<file path="src/rtl/alu_select_pipe_if.sv">
// ----------------------------------------------------------------------------
// alu_select_pipe_if
//   Handshake bundle for alu_select_pipe.
//   Input side : in_valid/in_ready with operands a, b, c, opcode op and the
//                handshake-independent accumulator clear acc_clr.
//   Output side: out_valid/out_ready with result out and flags
//                out_carry, out_sat, out_zero.
//   master : the producer/consumer around the pipe (drives operands, out_ready)
//   slave  : the pipe itself
// ----------------------------------------------------------------------------
interface alu_select_pipe_if #(
   parameter int WIDTH = 8
);
   logic             in_valid;
   logic             in_ready;
   logic [WIDTH-1:0] a;
   logic [WIDTH-1:0] b;
   logic [WIDTH-1:0] c;
   logic [1:0]       op;
   logic             acc_clr;
   logic             out_valid;
   logic             out_ready;
   logic [WIDTH-1:0] out;
   logic             out_carry;
   logic             out_sat;
   logic             out_zero;

   modport master (
      output in_valid, a, b, c, op, acc_clr, out_ready,
      input  in_ready, out_valid, out, out_carry, out_sat, out_zero
   );

   modport slave (
      input  in_valid, a, b, c, op, acc_clr, out_ready,
      output in_ready, out_valid, out, out_carry, out_sat, out_zero
   );
endinterface

</file>
<file path="src/rtl/alu_select_pipe.sv">
// ----------------------------------------------------------------------------
// alu_select_pipe
//   Two-stage registered arithmetic select pipeline. Stage 1 captures the
//   operand bundle; stage 2 computes PASS / ADD / SUB / ACC at WIDTH+1 bits,
//   optionally saturates, and registers the result with its flags. Both sides
//   use valid/ready with full throughput under backpressure.
//
// Ports
//   clk           rising-edge clock
//   reset         synchronous, active-high; clears all state
//   bus           alu_select_pipe_if.slave (operands in, result out)
//   s1_a_monitor  stage-1 registered A
//   s1_b_monitor  stage-1 registered B
//   s1_c_monitor  stage-1 registered C
//   acc_monitor   accumulator register
//   occupancy     number of valid stages (0..2)
// ----------------------------------------------------------------------------
module alu_select_pipe #(
   parameter int WIDTH  = 8,
   parameter bit SAT_EN = 1'b0
) (
   input  logic                 clk,
   input  logic                 reset,
   alu_select_pipe_if.slave     bus,
   output logic [WIDTH-1:0]     s1_a_monitor,
   output logic [WIDTH-1:0]     s1_b_monitor,
   output logic [WIDTH-1:0]     s1_c_monitor,
   output logic [WIDTH-1:0]     acc_monitor,
   output logic [1:0]           occupancy
);

   typedef enum logic [1:0] {
      OP_PASS = 2'd0,
      OP_ADD  = 2'd1,
      OP_SUB  = 2'd2,
      OP_ACC  = 2'd3
   } op_e;

   // Stage 1: operand bundle
   logic             s1_valid_q, s1_valid_d;
   logic [WIDTH-1:0] s1_a_q, s1_a_d;
   logic [WIDTH-1:0] s1_b_q, s1_b_d;
   logic [WIDTH-1:0] s1_c_q, s1_c_d;
   op_e              s1_op_q, s1_op_d;

   // Stage 2: registered result and flags
   logic             out_valid_q, out_valid_d;
   logic [WIDTH-1:0] out_q, out_d;
   logic             carry_q, carry_d;
   logic             sat_q, sat_d;
   logic             zero_q, zero_d;

   logic [WIDTH-1:0] acc_q, acc_d;

   logic             s1_adv;
   logic             in_fire;
   logic [WIDTH:0]   sum_w;
   logic             res_carry;
   logic             res_sat;
   logic [WIDTH-1:0] res_val;

   // Stage 1 moves on whenever stage 2 is empty or is being drained this cycle.
   assign s1_adv       = s1_valid_q && (!out_valid_q || bus.out_ready);
   assign bus.in_ready = !reset && (!s1_valid_q || s1_adv);
   assign in_fire      = bus.in_valid && bus.in_ready;

   always_comb begin : result_calc
      // NOTE: every combinational output gets a default before any branch, so
      // no path leaves a signal unassigned and no latch is inferred.
      sum_w     = {1'b0, s1_a_q};
      res_carry = 1'b0;
      case (s1_op_q)
         OP_ADD: begin
            sum_w     = {1'b0, s1_a_q} + {1'b0, s1_b_q};
            res_carry = sum_w[WIDTH];
         end
         OP_SUB: begin
            sum_w     = {1'b0, s1_a_q} - {1'b0, s1_c_q};
            res_carry = (s1_a_q < s1_c_q);
         end
         OP_ACC: begin
            sum_w     = {1'b0, acc_q} + {1'b0, s1_a_q};
            res_carry = sum_w[WIDTH];
         end
         default: ;
      endcase

      res_val = sum_w[WIDTH-1:0];
      res_sat = 1'b0;
      // Overflow clamps high, underflow (SUB borrow) clamps to zero.
      if (SAT_EN && res_carry) begin
         res_sat = 1'b1;
         res_val = (s1_op_q == OP_SUB) ? '0 : '1;
      end
   end

   always_comb begin : next_state
      s1_valid_d  = s1_valid_q;
      s1_a_d      = s1_a_q;
      s1_b_d      = s1_b_q;
      s1_c_d      = s1_c_q;
      s1_op_d     = s1_op_q;
      out_valid_d = out_valid_q;
      out_d       = out_q;
      carry_d     = carry_q;
      sat_d       = sat_q;
      zero_d      = zero_q;
      acc_d       = acc_q;

      if (in_fire) begin
         s1_valid_d = 1'b1;
         s1_a_d     = bus.a;
         s1_b_d     = bus.b;
         s1_c_d     = bus.c;
         s1_op_d    = op_e'(bus.op);
      end else if (s1_adv) begin
         s1_valid_d = 1'b0;
      end

      if (s1_adv) begin
         out_valid_d = 1'b1;
         out_d       = res_val;
         carry_d     = res_carry;
         sat_d       = res_sat;
         zero_d      = (res_val == '0);
      end else if (bus.out_ready) begin
         out_valid_d = 1'b0;
      end

      // A same-cycle ACC advance still used the old acc for its result above;
      // the clear only decides what the register holds next.
      if (bus.acc_clr) begin
         acc_d = '0;
      end else if (s1_adv && (s1_op_q == OP_ACC)) begin
         acc_d = res_val;
      end
   end

   always_ff @(posedge clk) begin
      // NOTE: datapath registers are reset too, not just valids, because
      // out, the flags and the monitors are all observable as zero in reset.
      if (reset) begin
         s1_valid_q  <= 1'b0;
         s1_a_q      <= '0;
         s1_b_q      <= '0;
         s1_c_q      <= '0;
         s1_op_q     <= OP_PASS;
         out_valid_q <= 1'b0;
         out_q       <= '0;
         carry_q     <= 1'b0;
         sat_q       <= 1'b0;
         zero_q      <= 1'b0;
         acc_q       <= '0;
      end else begin
         // NOTE: non-blocking assignments so every flop samples pre-edge values.
         s1_valid_q  <= s1_valid_d;
         s1_a_q      <= s1_a_d;
         s1_b_q      <= s1_b_d;
         s1_c_q      <= s1_c_d;
         s1_op_q     <= s1_op_d;
         out_valid_q <= out_valid_d;
         out_q       <= out_d;
         carry_q     <= carry_d;
         sat_q       <= sat_d;
         zero_q      <= zero_d;
         acc_q       <= acc_d;
      end
   end

   assign bus.out_valid = out_valid_q;
   assign bus.out       = out_q;
   assign bus.out_carry = carry_q;
   assign bus.out_sat   = sat_q;
   assign bus.out_zero  = zero_q;

   assign s1_a_monitor  = s1_a_q;
   assign s1_b_monitor  = s1_b_q;
   assign s1_c_monitor  = s1_c_q;
   assign acc_monitor   = acc_q;
   assign occupancy     = {1'b0, s1_valid_q} + {1'b0, out_valid_q};

endmodule

</file>
<file path="src/flat_wrapper.sv">
// flat-port wrapper written by rule: the top's interface ports become plain ports
module alu_select_pipe_flat 
#(
   parameter int WIDTH  = 8,
   parameter bit SAT_EN = 1'b0
)
  (clk, reset, s1_a_monitor, s1_b_monitor, s1_c_monitor, acc_monitor, occupancy, bus_in_valid, bus_a, bus_b, bus_c, bus_op, bus_acc_clr, bus_out_ready, bus_in_ready, bus_out_valid, bus_out, bus_out_carry, bus_out_sat, bus_out_zero);
  alu_select_pipe_if #(.WIDTH(WIDTH)) bus_i ();
  input  logic clk;
  input  logic reset;
  output logic [WIDTH-1:0] s1_a_monitor;
  output logic [WIDTH-1:0] s1_b_monitor;
  output logic [WIDTH-1:0] s1_c_monitor;
  output logic [WIDTH-1:0] acc_monitor;
  output logic [1:0] occupancy;
  input wire logic [$bits(bus_i.in_valid)-1:0] bus_in_valid;
  input wire logic [$bits(bus_i.a)-1:0] bus_a;
  input wire logic [$bits(bus_i.b)-1:0] bus_b;
  input wire logic [$bits(bus_i.c)-1:0] bus_c;
  input wire logic [$bits(bus_i.op)-1:0] bus_op;
  input wire logic [$bits(bus_i.acc_clr)-1:0] bus_acc_clr;
  input wire logic [$bits(bus_i.out_ready)-1:0] bus_out_ready;
  output wire logic [$bits(bus_i.in_ready)-1:0] bus_in_ready;
  output wire logic [$bits(bus_i.out_valid)-1:0] bus_out_valid;
  output wire logic [$bits(bus_i.out)-1:0] bus_out;
  output wire logic [$bits(bus_i.out_carry)-1:0] bus_out_carry;
  output wire logic [$bits(bus_i.out_sat)-1:0] bus_out_sat;
  output wire logic [$bits(bus_i.out_zero)-1:0] bus_out_zero;
  assign bus_i.in_valid = bus_in_valid;
  assign bus_i.a = bus_a;
  assign bus_i.b = bus_b;
  assign bus_i.c = bus_c;
  assign bus_i.op = bus_op;
  assign bus_i.acc_clr = bus_acc_clr;
  assign bus_i.out_ready = bus_out_ready;
  assign bus_in_ready = bus_i.in_ready;
  assign bus_out_valid = bus_i.out_valid;
  assign bus_out = bus_i.out;
  assign bus_out_carry = bus_i.out_carry;
  assign bus_out_sat = bus_i.out_sat;
  assign bus_out_zero = bus_i.out_zero;
  alu_select_pipe #(.WIDTH(WIDTH), .SAT_EN(SAT_EN)) u_core (.clk(clk), .reset(reset), .bus(bus_i), .s1_a_monitor(s1_a_monitor), .s1_b_monitor(s1_b_monitor), .s1_c_monitor(s1_c_monitor), .acc_monitor(acc_monitor), .occupancy(occupancy));
endmodule
</file>
<file path="config.mk">
export PLATFORM = sky130hd
export DESIGN_NAME = alu_select_pipe_flat
export DESIGN_NICKNAME = d
export VERILOG_FILES = /design/src/rtl/alu_select_pipe_if.sv /design/src/rtl/alu_select_pipe.sv /design/src/flat_wrapper.sv
export SDC_FILE = /design/constraint.sdc
export NUM_CORES = 1
export LEC_CHECK = 0
export ABC_AREA = 1
export BUFFER_PORTS_ARGS = -buffer_cell sky130_fd_sc_hd__buf_2
export CAP_MARGIN = 0
export CORE_MARGIN = 10
export CORE_UTILIZATION = 50
export CTS_CLUSTER_DIAMETER = 50
export DETAILED_ROUTE_END_ITERATION = 16
export GPL_ROUTABILITY_DRIVEN = 1
export HOLD_SLACK_MARGIN = 0.03
export PLACE_DENSITY_LB_ADDON = 0.2
export REMOVE_ABC_BUFFERS = 1
export SETUP_SLACK_MARGIN = 0.05
export SYNTH_ARGS = -nofsm -noshare
export SYNTH_HDL_FRONTEND = slang
export SYNTH_SLANG_ARGS = --single-unit
</file>
<file path="constraint.sdc">
create_clock -name clk -period 2.92 [get_ports clk]
set_input_delay 0.876 -clock clk [delete_from_list [all_inputs] [get_ports clk]]
set_output_delay 0.876 -clock clk [all_outputs]
set_load 0.02 [all_outputs]
</file>
# == Word level (Yosys, flattened, before mapping) ==
# Cells that the tools add are included.
# op_classes
n_mux,6
eq_ne,3
n_mul,0
bitwise_logic,0
order_cmp,1
add_sub_neg,4
n_reduce_logical,13
div,0
n_shift,0
# ops
cell,n
$pmux W8 S3,1
$add A8 B8 Y9,2
$logic_not A8 Y1,1
$lt A8 B8 Y1,1
$sub A8 B8 Y8,1
$eq A2 B2 Y1 const B,2
$logic_and A1 B1 Y1,4
$mux W1,4
$reduce_bool A2 Y1,2
$logic_not A1 Y1,3
$pmux W1 S3,1
$add A1 B1 Y2,1
$eq A2 B1 Y1 const B,1
$logic_or A1 B1 Y1,2
$reduce_or A2 Y1,1
# totals
rom_bits,0
mem_bits_rw,0
output_inout_bits,47
memories,0
register_bits,46
latchBits,0
input_bits,31
elab_cells,37

# == Longest topological paths before layout ==
# Gate-level depths: netlist of run 1.
# logic_depth
word_depth,7
ltp_mapped,16
ltp_nobuf,16

# == Worst setup path after synthesis of run 1 ==
# Ideal clock, no wire load.
# synth_timing
path_type,in2out
from,input bus_out_ready
to,output bus_in_ready
path_buffers,0
path_slack_ns,0.711
cell_stages,6
required_ns,2.044
arrival_ns,1.333
cell_sequence,inv_1 -> nand2_1 -> nor2_1 -> inv_1 -> nand2_1 -> inv_1
# synth_between
elab_chain_len,4
# synth_lines
item,line_no,source
from (decl),flat_wrapper.sv:22,input wire logic [$bits(bus_i.out_ready)-1:0] bus_out_ready;
$logic_or A1 B1 Y1,alu_select_pipe.sv:63,assign s1_adv = s1_valid_q && (!out_valid_q || bus.out_ready);
$logic_and A1 B1 Y1,alu_select_pipe.sv:63,
$logic_or A1 B1 Y1,alu_select_pipe.sv:64,assign bus.in_ready = !reset && (!s1_valid_q || s1_adv);
$logic_and A1 B1 Y1,alu_select_pipe.sv:64,
to (decl),flat_wrapper.sv:23,output wire logic [$bits(bus_i.in_ready)-1:0] bus_in_ready;
# No other way between the ends.

# == Worst setup path in the final report of run 1 ==
# Same ends and word-level chain as after synthesis.

==> run_results.csv, run 1 <==
group,metric,value,unit
yosys,synth_most_common_cell,"nand2_1",
sta,rsz0062_at_grt,"no",
worst_setup_path,crit_chain,"buf_2 > inv_1 > nand2_1 > nor2_1 > inv_1 > nand2_1 > inv_1 > buf_2",
cells_and_area,antennaDiodeCount,0,
sta,holdWs,0.475,ns
grt,antenna_found_initial,0,
clocking,numCtsBuffers,5,
cells_and_area,final_cells,611,
clocking,hold_buffers,0,
clocking,clockBufferDepth,2,
detailed_routing,vias,3111,
die,rows,28,
sta,finalCritPeriodShare,0.854,
yosys,synth_edf_count,0,
worst_setup_path,slowest_stage,"buf_2",
power,p_leak,1.95,nW
worst_setup_path,critPathTopFamily,"buffers and inverters",
clocking,post_cts_buffers,0,
sta,fmax,0.401,GHz
clocking,worstSkewPairLatency,0.30,ns
clocking,post_cts_resized,0,
detailed_routing,dr.pass1.iters,4,
yosys,async_flop_share,0,
worst_setup_path,required,2.04,ns
place,gp_congestion,0.899,
yosys,netlist_top_cells_count,"nand2_1, inv_1, dfxtp_1",
yosys,ys_types,26,
clocking,cts_tree,"built",
yosys,ys_warn_count,0,
clocking,htree_num_levels,2,
outcome,outcome,"completed",
die,start_util,0.512,
clocking,cts.sinks,46,
worst_hold_path,hp-class,"flip-flop to flip-flop",
clocking,clock-root-buffer,"clkbuf_8",
power,power_frac_comb,0.288,
grt,grt_pass1_vias,3035,
detailed_routing,drt_iter0_markers,176,
detailed_routing,postRouteWirelength,8620,um
power,p_per_area,437,nW/um2
power,seq_power_share,0.452,
yosys,syn_inst,458,
worst_setup_path,critPathLaunchType,"input pin",
sta,drv_slew,0,
power,p_sw_frac,0.363,
place,dp.cells,603,
cells_and_area,nFillCells,575,
worst_setup_path,max_stage_delay,0.15,ns
power,intPower,994,uW
job,cap_violations,0,
sta,finalClockSkew,0.00551,ns
die,coreArea,5890,um2
detailed_routing,routedWlPerCell,14.1,um
power,p_sw,568,uW
worst_setup_path,worstSetupPathType,"input pin to output port",
worst_setup_path,critPathCaptureType,"output port",
die,ioPinCount,78,
cells_and_area,nets,595,
yosys,ys_seq_area_frac,0.306,
power,vdd_drop_max,316,uV
die,die_area,9530,um2
yosys,syn_area_per_cell,6.58,um2
sta,min_period,2.49,ns
yosys,yosys.area.top_type,"dfxtp_1",
worst_setup_path,cp_data_arrival_time,1.62,ns
sta,finalHoldViolCount,0,
clocking,path_clk_slew,0.10,ns
grt,grt_pass1_wl,14200,um
place,dpl.hpwl,6940,um
power,power,1.56,mW
yosys,ys.flop_type,"dfxtp_1",
yosys,ys_ff_latch,46,
worst_setup_path,crit_buf_inv,5,
grt,grt_util_all_layers,0.176,
power,pwr-share-clk,0.260,
cells_and_area,area_growth,18.6,%
yosys,synth.area.top_cells,"dfxtp_1, nand2_1, ha_1",
detailed_routing,antenna_left,0,
place,place.port_buffers,76,
die,die_x,97.6,um
yosys,syn-cell-area,3010,um2
worst_setup_path,cp_common_cell,"inv_1",
yosys,synth_top_area_share,0.306,
worst_setup_path,crit_path_max_fanout,2,
detailed_routing,drc,0,
grt,grt_max_degree,53,
detailed_routing,viasPerCell,5.09,
grt,overflow,0,
cells_and_area,drive_gt1_frac,0.190,
die,die_h,97.6,um
sta,finalSetupViolCount,0,
sequential cells by signal, summed over array words and instances (netlist names):
register,count
u_core.acc_monitor,8
u_core.bus.out,8
u_core.bus.out_carry,1
u_core.bus.out_valid,1
u_core.bus.out_zero,1
u_core.s1_a_monitor,8
u_core.s1_b_monitor,8
u_core.s1_c_monitor,8
u_core.s1_op_q,2
u_core.s1_valid_q,1
placed cells by master, fill, tap and decap left out, types with 6 or more instances in the layout:
cell,count
nand2_1,131
ha_1,26
o21ai_0,27
o31ai_1,16
nand3b_1,6
inv_1,70
buf_2,76
nand3_1,42
nor2_1,27
a21oi_1,29
dfxtp_1,46
routing by layer:
metal	global-route usage	up-vias	share of wire
met5	0	-	0
met4	0.0548	0	0.017
met3	0.0356	11	0.045
met2	0.317	68	0.49
met1	0.202	1405	0.45
li1	-	1627	-
per-stage QoR:
stage	setup slack, ns	area [um2]	util	TNS [ns]
final	0.427	3570	0.607	0
after CTS	0.417	3570	0.607	0
after global routing	0.349	3570	0.607	0
after floorplan	-0.116	2960	-	-2.33
after global placement	0.452	3480	0.592	0
after detailed placement	0.419	3480	0.592	0
cells by family (layout without fill, tap and decap cells):
family	count (synthesis)	in the layout	share of synthesized area
adders and majority gates	29	29	0.128
and+or+nand+nor	220	220	0.310
xor gates and xnor gates	1	1	0.00291
AOI/OAI and AO/OA	74	74	0.141
DFF	46	46	0.306
buffers and inverters	87	165	0.111
other	1	1	0.00124
worst register-to-register path: stages, from the launching register on:
cell and delay (ns):
dfxtp_1 0.42, inv_1 0.13, ha_1 0.23, fa_1 0.39, inv_1 0.08, nand2_1 0.08, nand2_1 0.09, nand3_1 0.07
nand3_1 0.10, nand3_1 0.09, nor2_1 0.20, nand3_1 0.11, nor2_1 0.09, nand2_1 0.07, a21oi_2 0.11
final timing paths:
path	slack, ns	cells after the start	end	from
worst max-delay path	0.43	8	bus_in_ready	bus_out_ready
worst min-delay path	0.47	2	u_core.bus.out_carry$_SDFFE_PP0P_	u_core.bus.out_carry$_SDFFE_PP0P_
worst max register to register	0.62	14	u_core.bus.out_zero$_SDFFE_PP0P_	u_core.s1_a_monitor[0]$_SDFFE_PP0P_
worst min register to register	0.47	2	u_core.bus.out_carry$_SDFFE_PP0P_	u_core.bus.out_carry$_SDFFE_PP0P_
cell type report:
type / count / area, um2 / share of cell area
Sequential cell: 46 / 921 / 0.258
Clock buffer: 5 / 68.8 / 0.0193
Timing Repair Buffer: 81 / 418 / 0.117
Tap cell: 75 / 93.8 / 0.0263
Clock inverter: 3 / 21.3 / 0.00595
Multi-Input combinational cell: 325 / 1770 / 0.494
Inverter: 76 / 285 / 0.0798
power groups by stage:
stage	combinational, mW	sequential (mW)	clock, mW
after floorplan	0.270	0.752	0
after global placement	0.441	0.719	0
after detailed placement	0.451	0.721	0
after CTS	0.453	0.706	0.415
after global routing	0.511	0.712	0.444
final	0.450	0.706	0.406
(Power assumes the default switching activity.)
==> inputs of run 2 (changes only) <==
Settings changed: ABC_AREA 1 to 0.
==> run_results.csv, run 2 <==
group,metric,value,unit
grt,grt_max_degree,38,
worst_setup_path,r2r_cells,8,
worst_setup_path,critPathLaunchType,"flip-flop",
sta,drv_slew,0,
worst_hold_path,min_from,"u_core.bus.out[4]$_SDFFE_PP0P_",
yosys,ys.flop_type,"dfxtp_1",
grt,grt_pass1_wl,13000,um
sta,finalClockSkew,0.00806,ns
place,dpl.hpwl,6290,um
yosys,ys_warn_count,0,
die,die_h,96.8,um
worst_setup_path,required,3.16,ns
yosys,synth_edf_count,0,
clocking,worstSkewPairLatency,0.30,ns
power,vdd_drop_max,234,uV
die,rows,27,
clocking,clockBufferDepth,2,
place,gp_congestion,0.914,
yosys,yosys.area.top_type,"dfxtp_1",
worst_hold_path,worstHoldEndpoint,"u_core.bus.out[4]$_SDFFE_PP0P_",
clocking,cts_tree,"built",
worst_setup_path,critPathCaptureType,"flip-flop",
cells_and_area,final_cells,504,
clocking,clock-root-buffer,"clkbuf_8",
detailed_routing,dr.pass1.iters,4,
worst_setup_path,timing.rr.start,"u_core.s1_a_monitor[0]$_SDFFE_PP0P_",
die,coreArea,5610,um2
yosys,ys_ff_latch,46,
yosys,synth_most_common_cell,"nand2_1",
place,place.port_buffers,76,
detailed_routing,antenna_left,0,
worst_hold_path,hp-class,"flip-flop to flip-flop",
place,dp.cells,496,
grt,grt_util_all_layers,0.160,
sta,finalCritPeriodShare,0.945,
grt,overflow,0,
detailed_routing,viasPerCell,5.39,
place,pre_cts_ws,0.118,ns
sta,min_period,2.76,ns
yosys,synth_top_area_share,0.312,
power,p_per_area,442,nW/um2
power,p_leak,1.66,nW
worst_hold_path,holdPathStages,2,
sta,worstMarginPinSlew,0.895,ns
yosys,syn_area_per_cell,8.24,um2
cells_and_area,nets,491,
outcome,outcome,"completed",
worst_setup_path,crit_path_max_fanout,5,
sta,finalHoldViolCount,0,
clocking,numCtsBuffers,5,
clocking,htree_num_levels,2,
detailed_routing,postRouteWirelength,7730,um
worst_setup_path,crit_chain,"inv_1 > ha_1 > fa_1 > xnor2_1 > mux4_2 > or4b_1 > a2111o_1 > o21ai_2",
job,cap_violations,0,
yosys,async_flop_share,0,
worst_setup_path,rrSetupSlack,0.16,ns
clocking,path_clk_slew,0.09,ns
cells_and_area,antennaDiodeCount,0,
sta,rsz0062_at_grt,"no",
sta,finalSetupViolCount,0,
worst_setup_path,max_stage_delay,0.54,ns
cells_and_area,nFillCells,551,
worst_setup_path,slowest_stage,"or4b_1",
clocking,cts.sinks,46,
yosys,ys_types,53,
detailed_routing,drt_iter0_markers,136,
grt,grt_pass1_vias,2755,
cells_and_area,area_growth,18.5,%
sta,relSlewSlack,0.402,
worst_setup_path,cp_data_arrival_time,3.00,ns
sta,finalWorstSetupSlack,0.161,ns
detailed_routing,vias,2715,
cells_and_area,drive_gt1_frac,0.238,
sta,tns,0,ns
detailed_routing,routedWlPerCell,15.3,um
detailed_routing,drc,0,
yosys,syn-cell-area,2950,um2
die,start_util,0.526,
worst_setup_path,r2r_end,"u_core.bus.out_zero$_SDFFE_PP0P_",
yosys,syn_inst,358,
grt,antenna_found_initial,0,
yosys,netlist_top_cells_count,"nand2_1, dfxtp_1, ha_1",
yosys,synth.area.top_cells,"dfxtp_1, ha_1, nand2_1",
die,die_x,96.8,um
die,ioPinCount,78,
sta,fmax,0.362,GHz
cells_and_area,layout_common_cells,"buf_2, nand2_1, dfxtp_1",
die,die_area,9370,um2
cells_and_area,final_common_cell,"buf_2",
worst_setup_path,worstSetupPathType,"flip-flop to flip-flop",
yosys,ys_seq_area_frac,0.312,
worst_setup_path,cp-startpoint,"u_core.s1_a_monitor[0]$_SDFFE_PP0P_",
run 2: cell types whose count changed in the layout (fill, tap and decap cells not counted), moves of 10 or more:
cell | before | now
o21ai_0 | 27 | 10
nand2_1 | 131 | 66
inv_1 | 70 | 19
nand3_1 | 42 | 6
nand3b_1 | 6 | 16
nor2b_1 | 0 | 11
run 2: final cells by class:
cell class / instances / area, um2 / area share
multi-input cells: 275 / 1880 / 0.538
well taps: 72 / 90.1 / 0.0258
flip-flops and latches: 46 / 922 / 0.264
clock inverters: 1 / 5.00 / 0.00143
inverters: 19 / 71.3 / 0.0204
repair buffers: 84 / 440 / 0.126
clock buffers: 7 / 86.3 / 0.0247
run 2: power by group:
| group | switching, mW | internal, mW | total, mW | leakage [nW] |
|---|---|---|---|---|
| logic | 0.257 | 0.185 | 0.442 | 1.23 |
| registers | 0.0339 | 0.664 | 0.698 | 0.378 |
| clock network | 0.213 | 0.191 | 0.405 | 0.0482 |
run 2: through the flow:
step                total power, mW  hold WS [ns]   util  area [um2]
global placement               1.14         0.440  0.607        3400
global route                   1.64         0.473  0.623        3500
finish                         1.54         0.456  0.623        3500
CTS                            1.56         0.461  0.623        3490
detailed placement             1.15         0.448  0.607        3400
floorplan                      1.01         0.508      -        2870
run 2: worst max-delay path by stage:
| stage | endpoint | slack [ns] |
|---|---|---|
| floorplan | u_core.bus.out_zero$_SDFFE_PP0P_ | 0.13 |
| global placement | u_core.bus.out_zero$_SDFFE_PP0P_ | 0.18 |
| detailed placement | u_core.bus.out_zero$_SDFFE_PP0P_ | 0.12 |
| CTS | u_core.bus.out_zero$_SDFFE_PP0P_ | 0.11 |
| global route | u_core.bus.out_zero$_SDFFE_PP0P_ | 0.07 |
| finish | u_core.bus.out_zero$_SDFFE_PP0P_ | 0.16 |
run 2: layer usage:
| metal | track usage | share of wire |
|---|---|---|
| met5 | 0 | 0 |
| met4 | 0.0361 | 0.0092 |
| met3 | 0.0433 | 0.060 |
| met2 | 0.265 | 0.46 |
| met1 | 0.201 | 0.47 |
run 2: worst max-delay path, delay by kind of cell (launching register included):
family                     cells  cell delay [ns]
AOI/OAI and AO/OA              2             0.48
xor gates and xnor gates       1             0.14
adders and majority gates      2             0.60
buffers and inverters          1             0.08
DFF                            1             0.37
muxes                          1             0.48
and+or+nand+nor                1             0.54
run 2: kinds of logic after synthesis:
logic type,after synthesis,share of synthesized area
mux,11,0.0594
xor+xnor,13,0.0386
compound gates,77,0.173
buf+inv,37,0.0505
fa+ha+maj,29,0.131
simple gates,144,0.235
other cells,1,0.00127
flops,46,0.312
run 2: what timing repair did:
item	4_1_cts	5_1_grt
buffers inserted	0	0
setup endpoints to repair	0	1
gates resized for setup	0	1
hold buffers	0	0
==> inputs of run 3 (changes only) <==
Settings changed: CORE_ASPECT_RATIO set to 0.75, SKIP_CTS_REPAIR_TIMING set to 1.
==> run_results.csv, run 3 (synthesized netlist as in run 2, its figures left out) <==
group,metric,value,unit
sta,finalWorstSetupSlack,0.158,ns
power,power_frac_comb,0.291,
job,cap_violations,0,
sta,rsz0062_at_grt,"no",
power,intPower,1.04,mW
die,die_x,109,um
power,p_leak,1.66,nW
cells_and_area,layout_common_cells,"buf_2, nand2_1, dfxtp_1",
grt,grt_pass1_vias,2737,
place,gp_congestion,0.968,
detailed_routing,postRouteWirelength,7940,um
place,place.port_buffers,76,
clocking,worstSkewPairLatency,0.31,ns
die,die_h,86.5,um
worst_setup_path,cp_data_arrival_time,3.01,ns
clocking,numCtsBuffers,5,
detailed_routing,vias,2766,
worst_setup_path,required,3.17,ns
cells_and_area,antennaDiodeCount,0,
sta,finalHoldViolCount,0,
place,dpl_cell_area,3420,um2
cells_and_area,area_growth,19.0,%
power,p_sw,516,uW
power,pwr-share-clk,0.262,
power,vdd_drop_max,286,uV
cells_and_area,final_common_cell,"buf_2",
grt,grt_max_degree,38,
detailed_routing,viasPerCell,5.41,
die,rows,24,
grt,antenna_found_initial,0,
clocking,clock-root-buffer,"clkbuf_8",
sta,finalClockSkew,0.00561,ns
worst_hold_path,hp-class,"flip-flop to flip-flop",
clocking,path_clk_slew,0.09,ns
place,pre_cts_ws,0.0873,ns
cells_and_area,final_area,3510,um2
power,p_per_area,444,nW/um2
clocking,clockBufferDepth,2,
sta,tns,0,ns
grt,grt_util_all_layers,0.171,
detailed_routing,drc,0,
clocking,htree_num_levels,2,
detailed_routing,dr.pass1.iters,4,
place,dpl.hpwl,6310,um
grt,grt_pass1_wl,13200,um
power,seq_power_share,0.447,
sta,fmax,0.362,GHz
worst_setup_path,critPathCaptureType,"flip-flop",
place,dp.cells,503,
detailed_routing,drt_iter0_markers,164,
sta,finalSetupViolCount,0,
die,coreArea,5770,um2
grt,overflow,0,
sta,holdWs,0.456,ns
sta,min_period,2.76,ns
worst_setup_path,critPathLaunchType,"flip-flop",
detailed_routing,routedWlPerCell,15.5,um
clocking,cts.sinks,46,
die,die_area,9410,um2
die,start_util,0.512,
worst_setup_path,worstSetupPathType,"flip-flop to flip-flop",
sta,worstMarginPinSlew,0.890,ns
sta,finalCritPeriodShare,0.946,
clocking,cts_tree,"built",
detailed_routing,antenna_left,0,
outcome,outcome,"completed",
cells_and_area,final_cells,511,
sta,relSlewSlack,0.406,
cells_and_area,drive_gt1_frac,0.240,
sta,drv_slew,0,
power,p_sw_frac,0.331,
cells_and_area,nets,492,
die,ioPinCount,78,
worst_setup_path,crit_path_max_fanout,5,
## run 3: cell count changes in the layout (fill, tap and decap cells not counted), sizes merged
cell and change:
buf +1
## run 3: metal layers
metal / vias to the layer above / global-route usage / share of wire
met5: - / 0 / 0
met4: 0 / 0.0418 / 0.0086
met3: 9 / 0.0437 / 0.078
met2: 89 / 0.261 / 0.43
met1: 1262 / 0.235 / 0.49
li1: 1406 / - / -
## run 3: cell type report
cell class / count / area [um2]
clock buffer: 7 / 86.3
clock inverter: 1 / 5.00
fill: 544 / 2250
inverter: 19 / 71.3
multi-input combinational: 275 / 1880
sequential: 46 / 922
tap: 78 / 97.6
timing repair buffer: 85 / 448
## run 3: per-stage QoR
stage | util | power [mW]
floorplan | - | 1.01
global placement | 0.593 | 1.15
detailed placement | 0.593 | 1.16
CTS | 0.609 | 1.57
global route | 0.609 | 1.65
finish | 0.609 | 1.56
## run 3: worst paths after layout
check,start,end,slack [ns],cells past startpoint
min reg2reg,u_core.bus.out[5]$_SDFFE_PP0P_,u_core.bus.out[5]$_SDFFE_PP0P_,0.46,2
max reg2reg,u_core.s1_a_monitor[0]$_SDFFE_PP0P_,u_core.bus.out_zero$_SDFFE_PP0P_,0.16,8
min,u_core.bus.out[5]$_SDFFE_PP0P_,u_core.bus.out[5]$_SDFFE_PP0P_,0.46,2
max,u_core.s1_a_monitor[0]$_SDFFE_PP0P_,u_core.bus.out_zero$_SDFFE_PP0P_,0.16,8
## run 3: power groups by stage
stage,Combinational [mW],Clock [mW],Sequential (mW)
global route,0.504,0.440,0.703
global placement,0.442,0,0.709
finish,0.454,0.408,0.697
CTS,0.455,0.417,0.697
detailed placement,0.450,0,0.711
floorplan,0.255,0,0.754
## run 3: critical path, stage by stage, from the launching register on
cell and delay, ns:
dfxtp_2 0.38, inv_1 0.09, ha_1 0.21, fa_1 0.39, xnor2_1 0.15, mux4_2 0.50
or4b_1 0.53, a2111o_1 0.37, o21ai_2 0.10
